==> config.mk <==
export PLATFORM = sky130hd
export DESIGN_NAME = tx_block_framer
export DESIGN_NICKNAME = d
export VERILOG_FILES = /design/src/rtl/pcie_mac_pkg.sv /design/src/rtl/tx_beat_counter.sv /design/src/rtl/tx_block_framer.sv
export SDC_FILE = /design/constraint.sdc
export NUM_CORES = 1
export LEC_CHECK = 0
export CAP_MARGIN = 0
export CORE_AREA = 2 2 60 77
export DETAILED_ROUTE_END_ITERATION = 16
export DIE_AREA = 0 0 62 79
export GPL_TIMING_DRIVEN = 0
export PLACE_DENSITY = 0.78
export SYNTH_ARGS = -nofsm -noshare
export SYNTH_HDL_FRONTEND = slang
export SYNTH_SLANG_ARGS = --single-unit
==> constraint.sdc <==
create_clock -name CLK -period 1.3 [get_ports CLK]
set_input_delay 0.39 -clock CLK [delete_from_list [all_inputs] [get_ports CLK]]
set_output_delay 0.39 -clock CLK [all_outputs]
set_load 0.01 [all_outputs]
==> src/rtl/pcie_mac_pkg.sv <==
// Shared PCIe MAC definitions: 128b/130b sync header encodings, block type and framer state.
package pcie_mac_pkg;

    localparam logic [1:0] SYNC_HDR_DATA = 2'b01;
    localparam logic [1:0] SYNC_HDR_OS   = 2'b10;

    typedef enum logic {BLK_DATA = 1'b0, BLK_OS = 1'b1} block_type_e;
    typedef enum logic {IDLE, IN_BLOCK} framer_state_e;

    // Only the two legal headers can ever come out of this mapping.
    function automatic logic [1:0] sync_hdr_for(input block_type_e blk);
        return (blk == BLK_OS) ? SYNC_HDR_OS : SYNC_HDR_DATA;
    endfunction

endpackage

==> src/rtl/tx_beat_counter.sv <==
// Modulo-BEATS beat counter with synchronous clear; flags the first and last beat of a block.
module tx_beat_counter #(
    parameter int unsigned BEATS = 4
) (
    input  logic CLK,
    input  logic RST_L,
    input  logic inc,
    input  logic clear,
    output logic first,
    output logic last
);

    localparam int unsigned CNT_W = (BEATS > 1) ? $clog2(BEATS) : 1;

    logic [CNT_W-1:0] count;

    always_ff @(posedge CLK or negedge RST_L) begin
        if (!RST_L) begin
            count <= '0;
        end else if (clear) begin
            count <= '0;
        end else if (inc) begin
            count <= last ? '0 : count + CNT_W'(1);
        end
    end

    assign first = (count == '0);
    assign last  = (count == CNT_W'(BEATS - 1));

endmodule

==> src/rtl/tx_block_framer.sv <==
// TX 128b/130b block framer for one lane: groups accepted beats into 128-bit blocks and tags
// each block start with its sync header and block type.
module tx_block_framer
    import pcie_mac_pkg::*;
#(
    parameter int unsigned DATA_W = 32
) (
    input  logic              CLK,
    input  logic              RST_L,
    input  logic [DATA_W-1:0] TX_Data_In,
    input  logic              TX_Data_Valid,
    input  logic              TX_OS_Req,
    input  logic              TX_Stall,
    input  logic              TX_Flush,
    output logic              TX_Ready,
    output logic [DATA_W-1:0] TX_Data_Out,
    output logic              TX_Data_Valid_Out,
    output logic              TX_Start_Block,
    output logic [0:1]        TX_Sync_Header,
    output logic              TX_Block_Type,
    output logic              TX_Flush_Err
);

    localparam int unsigned BEATS_PER_BLOCK = 128 / DATA_W;

    framer_state_e state;
    block_type_e   blk_type;
    block_type_e   req_type;
    logic          accept;
    logic          cnt_first;
    logic          cnt_last;

    assign TX_Ready      = !TX_Stall;
    assign accept        = TX_Data_Valid && TX_Ready;
    assign TX_Block_Type = blk_type;

    always_comb begin
        req_type = TX_OS_Req ? BLK_OS : BLK_DATA;
    end

    // Flush wins over accept, so the counter only advances on a beat that is actually kept.
    tx_beat_counter #(
        .BEATS(BEATS_PER_BLOCK)
    ) u_beat_counter (
        .CLK  (CLK),
        .RST_L(RST_L),
        .inc  (accept && !TX_Flush),
        .clear(TX_Flush),
        .first(cnt_first),
        .last (cnt_last)
    );

    always_ff @(posedge CLK or negedge RST_L) begin
        if (!RST_L) begin
            state             <= IDLE;
            blk_type          <= BLK_DATA;
            TX_Data_Out       <= '0;
            TX_Data_Valid_Out <= 1'b0;
            TX_Start_Block    <= 1'b0;
            TX_Sync_Header    <= 2'b00;
            TX_Flush_Err      <= 1'b0;
        end else begin
            TX_Flush_Err <= 1'b0;
            if (TX_Flush) begin
                // A non-zero beat count is exactly "partial block in flight".
                TX_Flush_Err      <= !cnt_first;
                TX_Data_Valid_Out <= 1'b0;
                TX_Start_Block    <= 1'b0;
                state             <= IDLE;
            end else if (accept) begin
                TX_Data_Out       <= TX_Data_In;
                TX_Data_Valid_Out <= 1'b1;
                case (state)
                    IDLE: begin
                        TX_Start_Block <= 1'b1;
                        blk_type       <= req_type;
                        TX_Sync_Header <= sync_hdr_for(req_type);
                        state          <= cnt_last ? IDLE : IN_BLOCK;
                    end
                    IN_BLOCK: begin
                        TX_Start_Block <= 1'b0;
                        if (cnt_last) begin
                            state <= IDLE;
                        end
                    end
                    default: state <= IDLE;
                endcase
            end else begin
                TX_Data_Valid_Out <= 1'b0;
                TX_Start_Block    <= 1'b0;
            end
        end
    end

endmodule
==> results of run 1 <==
## registers in the layout, indices dropped and copies added, names as in the netlist
register / flops
TX_Sync_Header: 2
TX_Data_Out: 32
state: 1
TX_Flush_Err: 1
TX_Start_Block: 1
TX_Data_Valid_Out: 1
u_beat_counter.count: 2
## synthesized netlist by cell type
master / count
mux2_4: 29
nand2_1: 2
buf_6: 3
nand2b_4: 1
nor3b_1: 1
inv_1: 4
buf_4: 1
nor2b_1: 1
mux2i_1: 2
a21oi_1: 2
ha_1: 2
nor2_4: 1
mux2_2: 4
nor3_4: 1
nor2_1: 2
dfrtp_1: 40
## final timing paths
| check | cells past startpoint | start | to | slack [ns] |
|---|---|---|---|---|
| max | 7 | TX_Stall | TX_Data_Out[10] | 0.04 |
| min | 1 | RST_L | TX_Data_Out[11] | 0.21 |
| max reg2reg | 4 | u_beat_counter.count[0] | u_beat_counter.count[0] | 0.14 |
| min reg2reg | 1 | state | TX_Start_Block | 0.50 |
| max in group asynchronous | 1 | RST_L | TX_Data_Out[24] | 0.55 |
| min in group CLK | 2 | TX_Flush | u_beat_counter.count[0] | 0.38 |
## critical path, delay by kind of cell
kind	cells	cell delay, ns
buffers and inverters	4	0.48
AND/OR/NAND/NOR	2	0.27
multiplexers	1	0.30
## cell type report
type	count	area, µm²	share of cell area (%)
buffer	3	55.1	2.08
clock buffer	6	72.6	2.74
clock inverter	1	5.00	0.189
inverter	4	15.0	0.568
multi-input combinational	48	611	23.1
sequential	40	1000	37.8
tap	58	72.6	2.74
timing repair buffer	96	813	30.7
## metal layers
metal  routed length, µm  vias up
met4                 131        0
met3                 176       12
met2                2240       38
met1                1430      564
li1                    -      527
met5                   0        -
## report_power, final
group          leakage (µW)  internal [µW]  switching [µW]  total (µW)
logic              0.000753            630             376        1010
registers          0.000483           1460             117        1570
clock network     0.0000410            365             399         763
total               0.00128           2450             892        3340
## what timing repair did
action / in CTS / in global routing
buffers inserted: 13 / 4
setup endpoints to repair: 72 / 22
pin swaps: 1 / 1
resized for setup: 152 / 18
gates cloned: 3 / 0
## through the flow
stage	area, µm²	hold slack, ns	TNS, ns	cells
floorplan	1660	0.0944	-0.751	96
global placement	2500	0.485	-59.01	230
detailed placement	2490	0.494	-20.89	230
CTS	2710	0.238	-0.0262	253
global route	2650	0.283	0	256
finish	2650	0.207	0	256
## cells by family after synthesis
group | Yosys count | share of synthesized area [%]
AO/OA/AOI/OAI | 2 | 0.602
adder cells (fa/ha/maj) | 2 | 1.50
flip-flops | 40 | 60.2
AND/OR/NAND/NOR | 9 | 4.21
buffers and inverters | 8 | 3.39
multiplexers | 35 | 30.1
==> results.json, run 1 <==
{
  "finish.net_count": 238,
  "finalCritPeriodShare_pct": 97.1,
  "drcViolationCount": 0,
  "cts_buffer_depth": 2,
  "die_height_um": 79,
  "final_util_pct": 62.6,
  "yosys_warnings": 0,
  "mostFrequentLayoutCells": "40 x dfrtp_1, 33 x buf_2, 33 x clkdlybuf4s50_1",
  "preCtsSetupSlack_ns": -0.611,
  "crit_path_top_delay_cell": "mux2_4",
  "avgSynthCellArea_um2": 17.3,
  "cts-root-buf": "clkbuf_8",
  "grt.overflow.total": 0,
  "synth_area_leader_cell": "dfrtp_1",
  "die_w_um": 62,
  "cts_tree": "yes",
  "busiest_layer": "met2",
  "gp_congestion": 0.769,
  "use_met2_pct": 30.2,
  "layout_setup_ws_ns": 0.0375,
  "crit_required_ns": 1.48,
  "pin_count": 77,
  "finalWirelength_um": 3980,
  "syn_to_final_growth_pct": 59.1,
  "status": "finished, final reports clean",
  "setup_viol_count_final": 0,
  "grt_use_total_pct": 16.9,
  "drt_iter0_markers": 14,
  "worst_pin_slew_ns": 0.865,
  "drt_first_pass_iters": 2,
  "h-tree-depth": 2,
  "period_minus_slack_ns": 1.26,
  "clk_latency_ns": 0.29,
  "dp_hpwl_um": 2870,
  "max_slew_margin_pct": 42.3,
  "rsz0062_at_grt": "false",
  "core_area_um2": 4220,
  "cts-buffers-inserted": 5,
  "grt_pass1_wl_um": 5930,
  "fillers": 328,
  "met3_usage_pct": 3.91,
  "viasPerCell": 4.46,
  "path_max_fanout": 5,
  "antenna_found_initial": 0,
  "syn_area_um2": 1660,
  "max_freq_mhz": 792,
  "max_stage_delay_ns": 0.30,
  "ys_ff_latch": 40,
  "grt_max_degree": 41,
  "fin_skew_ns": 0.000999,
  "final_common_cell": "dfrtp_1",
  "cp_cell_sequence": "buf_2, nand2b_4, nor2_4, buf_12, buf_12, buf_12, mux2_4",
  "ys_top_cells_by_area": "dfrtp_1 60%, mux2_4 26%, mux2_2 2.7%, buf_6 2.0%, ha_1 1.5%",
  "slew_viol_final": 0,
  "syn_inst": 96,
  "startpoint_type": "input pin",
  "antenna_cells": 0,
  "crit_type": "in -> reg",
  "ir_drop_mv": 0.703,
  "rows": 27,
  "grtUsageMet1_pct": 17.2,
  "path_clk_slew_ns": 0.07,
  "hold_viol": 0,
  "ys_types": 16,
  "cellPowerDensity_nw_per_um2": 1260,
  "wl_per_cell_um": 15.6,
  "cp-end-kind": "register",
  "total_power_uw": 3340,
  "die_area_um2": 4900,
  "hp-class": "in -> async",
  "maxCapViolCount": 0,
  "yosys.area.top_type_share_pct": 60.2,
  "synth_seq_area_share_pct": 60.2,
  "cpMostUsedCell": "buf_12",
  "leakage_uw": 0.00128,
  "initial_core_util_pct": 39.4,
  "cts_sinks": 40,
  "postRouteAntennaNets": 0,
  "vias": 1141,
  "portBuffers": 76,
  "syn_nets": 136,
  "crit_arrival_ns": 1.44,
  "first_global_vias": 1228,
  "drive_gt1_share_pct": 54.5,
  "ctsHoldBuffers": 0
}
Note: power is estimated with default switching activity, not from simulation.
==> run 2, diff against run 1 <==
Settings changed: HOLD_SLACK_MARGIN set to 0.02.
==> results of run 2 <==
Final layout, timing and power as in run 1 (identical DEF).
